### src/rtl/pc_unit.sv
// Program counter with conditional branch, absolute jump and a small LIFO
// return stack for call/return. Overflow and underflow flags are sticky.
module pc_unit #(
   parameter int WIDTH    = 8,
   parameter int OFF_W    = 5,
   parameter int DEPTH    = 4,
   parameter int RESET_PC = 0
) (
   input  logic                         clk,
   input  logic                         rst,
   input  logic                         en,
   input  logic                         sJump,
   input  logic                         call,
   input  logic                         ret,
   input  logic                         sBranch,
   input  logic                         zero,
   input  logic                         comp,
   input  logic [2:0]                   inst,
   input  logic [OFF_W-1:0]             offset,
   input  logic [WIDTH-1:0]             target,
   output logic [WIDTH-1:0]             pc,
   output logic [1:0]                   sel,
   output logic [$clog2(DEPTH+1)-1:0]   depth,
   output logic                         ovf,
   output logic                         unf
);
   localparam int DW = $clog2(DEPTH+1);
   localparam int AW = (DEPTH > 1) ? $clog2(DEPTH) : 1;
   localparam logic [WIDTH-1:0] PC0  = WIDTH'(RESET_PC);
   localparam logic [DW-1:0]    FULL = DW'(DEPTH);

   logic [WIDTH-1:0] stk [DEPTH];
   logic [WIDTH-1:0] seq, pc_nx, off_x, top;
   logic [AW-1:0]    top_i;
   logic             taken, empty, full, push, pop, ovf_set, unf_set;

   assign off_x = {{(WIDTH-OFF_W){offset[OFF_W-1]}}, offset};
   assign top_i = AW'(depth - 1'b1);
   assign top   = stk[top_i];

   always_comb begin
      taken   = sBranch & ((zero & (inst == 3'b100)) | (comp & (inst == 3'b110)));
      empty   = (depth == '0);
      full    = (depth == FULL);
      seq     = pc + 1'b1;
      sel     = 2'b00;
      pc_nx   = seq;
      push    = 1'b0;
      pop     = 1'b0;
      ovf_set = 1'b0;
      unf_set = 1'b0;
      // ret outranks jump, so a simultaneous call never pushes
      if (ret) begin
         sel     = 2'b11;
         pop     = !empty;
         unf_set = empty;
         pc_nx   = empty ? seq : top;
      end else if (sJump) begin
         sel     = 2'b10;
         pc_nx   = target;
         push    = call & !full;
         ovf_set = call & full;
      end else if (taken) begin
         sel     = 2'b01;
         pc_nx   = pc + off_x;
      end
   end

   always_ff @(posedge clk or posedge rst) begin
      if (rst) begin
         pc    <= PC0;
         depth <= '0;
         ovf   <= 1'b0;
         unf   <= 1'b0;
      end else if (en) begin
         pc <= pc_nx;
         if (push)
            depth <= depth + 1'b1;
         else if (pop)
            depth <= depth - 1'b1;
         ovf <= ovf | ovf_set;
         unf <= unf | unf_set;
      end
   end

   // stack storage carries no reset; only entries below depth are meaningful
   always_ff @(posedge clk) begin
      if (en && push && !rst)
         stk[depth[AW-1:0]] <= seq;
   end
endmodule
### config.mk
export PLATFORM = sky130hd
export DESIGN_NAME = pc_unit
export DESIGN_NICKNAME = d
export VERILOG_FILES = /design/src/rtl/pc_unit.sv
export SDC_FILE = /design/constraint.sdc
export NUM_CORES = 1
export LEC_CHECK = 0
export ABC_CLOCK_PERIOD_IN_PS = 6730
export CELL_PAD_IN_SITES_DETAIL_PLACEMENT = 0
export CELL_PAD_IN_SITES_GLOBAL_PLACEMENT = 1
export CORE_ASPECT_RATIO = 2
export CORE_MARGIN = 5
export CORE_UTILIZATION = 35
export DETAILED_ROUTE_END_ITERATION = 8
export PLACE_DENSITY_LB_ADDON = 0.1
export SYNTH_ARGS = -nofsm -noshare
export SYNTH_HDL_FRONTEND = slang
export SYNTH_SLANG_ARGS = --single-unit
### constraint.sdc
create_clock -name clk -period 6.73 [get_ports clk]
set_input_delay 0.673 -clock clk [delete_from_list [all_inputs] [get_ports clk]]
set_output_delay 0.673 -clock clk [all_outputs]
set_load 0.01 [all_outputs]
==> results.toml <==
[power]
power_leakage_nw = 1.19
vdd_drop_max_v = 0.000165
finalPower_mw = 1.31
powerDensity_nw_per_um2 = 407
p_switching_uw = 475
sw_frac_of_total_pct = 36.3
intPower_uw = 835
p_comb_share_pct = 43.7
seq_power_share_pct = 34.5
pwr-share-clk_pct = 21.8

[timing]
rsz0062_at_grt = "false"
slew_headroom_pct = 53.4
tightest_slew_ns = 0.694
fin_skew_ns = 0.00478
hold_viol_final = 0
setup_viol = 0
drv_slew = 0
fin_crit_sh_pct = 48.1
setup_ws_ns = 3.49
whs_ns = 0.462
fin_crit_ns = 3.24
fmax_ghz = 0.309
fin_tns_setup_ns = 0

[critical_path]
end_kind = "output port"
path_max_fanout = 4
crit_arrival_ns = 2.56
critical_path_class = "in -> out"
cp.required_ns = 6.06
critPathLaunchType = "input port"
crit_path_start = "inst[1]"
worstReg2RegStart = "depth[0]$_DFFE_PP0P_"

[worst_hold_path]
hp-start = "unf$_DFFE_PP0P_"
hold_path.class = "reg -> reg"

[global_routing]
grt_max_degree = 24
track_usage_pct = 15.3
grt_pass1_vias = 2061
antenna_found_initial = 0
grt_overflow = 0
grt_first_pass_wirelength_um = 10900

[clock_network]
clock_latency_ns = 0.28
postCtsSetupBuffers = 0
cts_tree = "yes"
cts_resized = 0
h-tree-depth = 2
hold_buffers = 0
cts_made_buffers = 5
cts_buffer_depth = 2
clock_sinks = 45
path_clk_slew_ns = 0.06
cts-root-buf = "clkbuf_16"

[final_layout]
antenna_cells = 0
nets = 306
drive_above_1_share_pct = 7.84
layout_common_cells = "clkdlybuf4s50_1 (39), edfxtp_1 (32), nand2_1 (25)"
fill_cells = 701
areaGrowthSynthToFinish_pct = 25.3
layout_commonest_cell = "clkdlybuf4s50_1"

[die]
io_pins = 40
dieHeight_um = 131
die_w_um = 70.6
dieArea_um2 = 9250
rows = 44
core_area_um2 = 7210
start_util_pct = 35.6

[placed_design]
dp.final_hpwl_um = 5360
io_buffers = 39
place_congestion = 0.776
pre_cts_slack_ns = 3.46

[logic_synthesis]
muxShareOfSynthArea_pct = 8.28
ys_seq_elements = 45
ys_seq_area_share_pct = 50.1
syn_nets = 269
synthCells = 230
synth_compound_area_share_pct = 12.3
synth_edf_count = 32
yosys.area_share.simple_pct = 15.4
yosys_warnings = 0
syn-cell-area_um2 = 2570
synth_xor_area_share_pct = 3.41
synth_top_flop_cell = "edfxtp_1"
synth-adder-area-share_pct = 7.12
synth_area_per_cell_um2 = 11.2
synth_top_family_by_area = "simple AND/OR/NAND/NOR gates"
synth_cell_types = 50
async_flop_share_pct = 28.9

[run]
max_cap_viol_count = 0

[drt]
dr.pass1.iters = 6
vias = 1858
postRouteWirelength_um = 6690
ant_nets = 0
drc = 0
post_drt_wl_per_cell_um = 18.6
via_per_inst = 5.16
drt_iter0_drc = 105

[status]
outcome = "finished clean"
-- area by class of cell --
type | count | area (um2) | share of cell area, %
timing repair buffer | 40 | 398 | 12.4
inverter | 12 | 45.0 | 1.40
tap | 92 | 115 | 3.58
clock inverter | 2 | 37.5 | 1.17
multi-input combinational | 163 | 1200 | 37.2
clock buffer | 6 | 139 | 4.32
sequential | 45 | 1290 | 40.0
-- flip-flops by register name (all words and copies together), names as in the netlist --
signal / count
depth: 3
ovf: 1
pc: 8
stk: 32
unf: 1
-- cell families (layout without fill, tap and decap cells) --
group	Yosys count	count (layout)
adders and majority gates	14	14
buffers and inverters	22	60
xor gates and xnor gates	10	10
muxes	11	11
DFF	45	45
and+or+nand+nor	83	83
AOI/OAI and AO/OA	45	45
-- stage by stage --
| step | area (um2) | utilization, % | cells |
|---|---|---|---|
| after floorplan | 2570 | - | 230 |
| after global placement | 3040 | 42.2 | 352 |
| after detailed placement | 3040 | 42.2 | 352 |
| after CTS | 3220 | 44.6 | 360 |
| after global routing | 3220 | 44.6 | 360 |
| final | 3220 | 44.6 | 360 |
-- power by group through the flow --
stage                     Combinational [mW]  Sequential, mW  Clock [mW]
after floorplan                        0.378           0.441           0
after global placement                 0.577           0.460           0
after detailed placement               0.576           0.460           0
after CTS                              0.581           0.454       0.292
after global routing                   0.635           0.465       0.303
final                                  0.572           0.452       0.286
-- worst max-delay path, stage by stage --
cell and delay, ns:
clkdlybuf4s50_1 0.47, mux2i_1 0.09, nor3_1 0.58, a21o_1 0.22, clkdlybuf4s50_1 0.53
-- final timing paths --
check,end,slack [ns],depth (start not counted)
max,sel[0],3.49,5
min,unf$_DFFE_PP0P_,0.46,1
max reg2reg,pc[3]$_DFFE_PP0P_,4.08,6
min reg2reg,unf$_DFFE_PP0P_,0.46,1
max in group asynchronous,pc[3]$_DFFE_PP0P_,5.53,2
min in group asynchronous,depth[1]$_DFFE_PP0P_,0.83,2
-- metal layers --
metal	up-vias	wire [um]	share of wire, %	GRT usage [%]
met3	9	123	1.8	1.30
met2	29	3910	58	29.1
met4	0	165	2.5	7.22
met1	896	2500	37	16.6
li1	924	-	-	-
met5	-	0	0	0
-- cells in the mapped netlist, types with 2 or more instances --
cell type	number	area share (%)
a21o_1	2	0.58
a21oi_1	13	2.5
a221oi_1	2	0.68
a22o_1	2	0.68
and2_1	5	1.2
clkbuf_1	7	1.0
dfrtp_1	13	13
edfxtp_1	32	37
ha_1	13	6.3
inv_1	12	1.8
mux2_2	2	0.88
mux4_2	8	7.0
nand2_1	25	3.7
nand2b_1	3	0.73
nand3_1	11	2.1
nand3b_1	3	0.88
nor2_1	21	3.1
nor2b_1	2	0.49
nor3_1	4	0.78
nor4_1	2	0.49
o21ai_0	8	1.6
o22ai_1	2	0.49
o32a_1	2	0.78
or3_1	2	0.49
xnor2_1	6	2.0
xor2_1	4	1.4
Power figures use the tool's default switching activity.
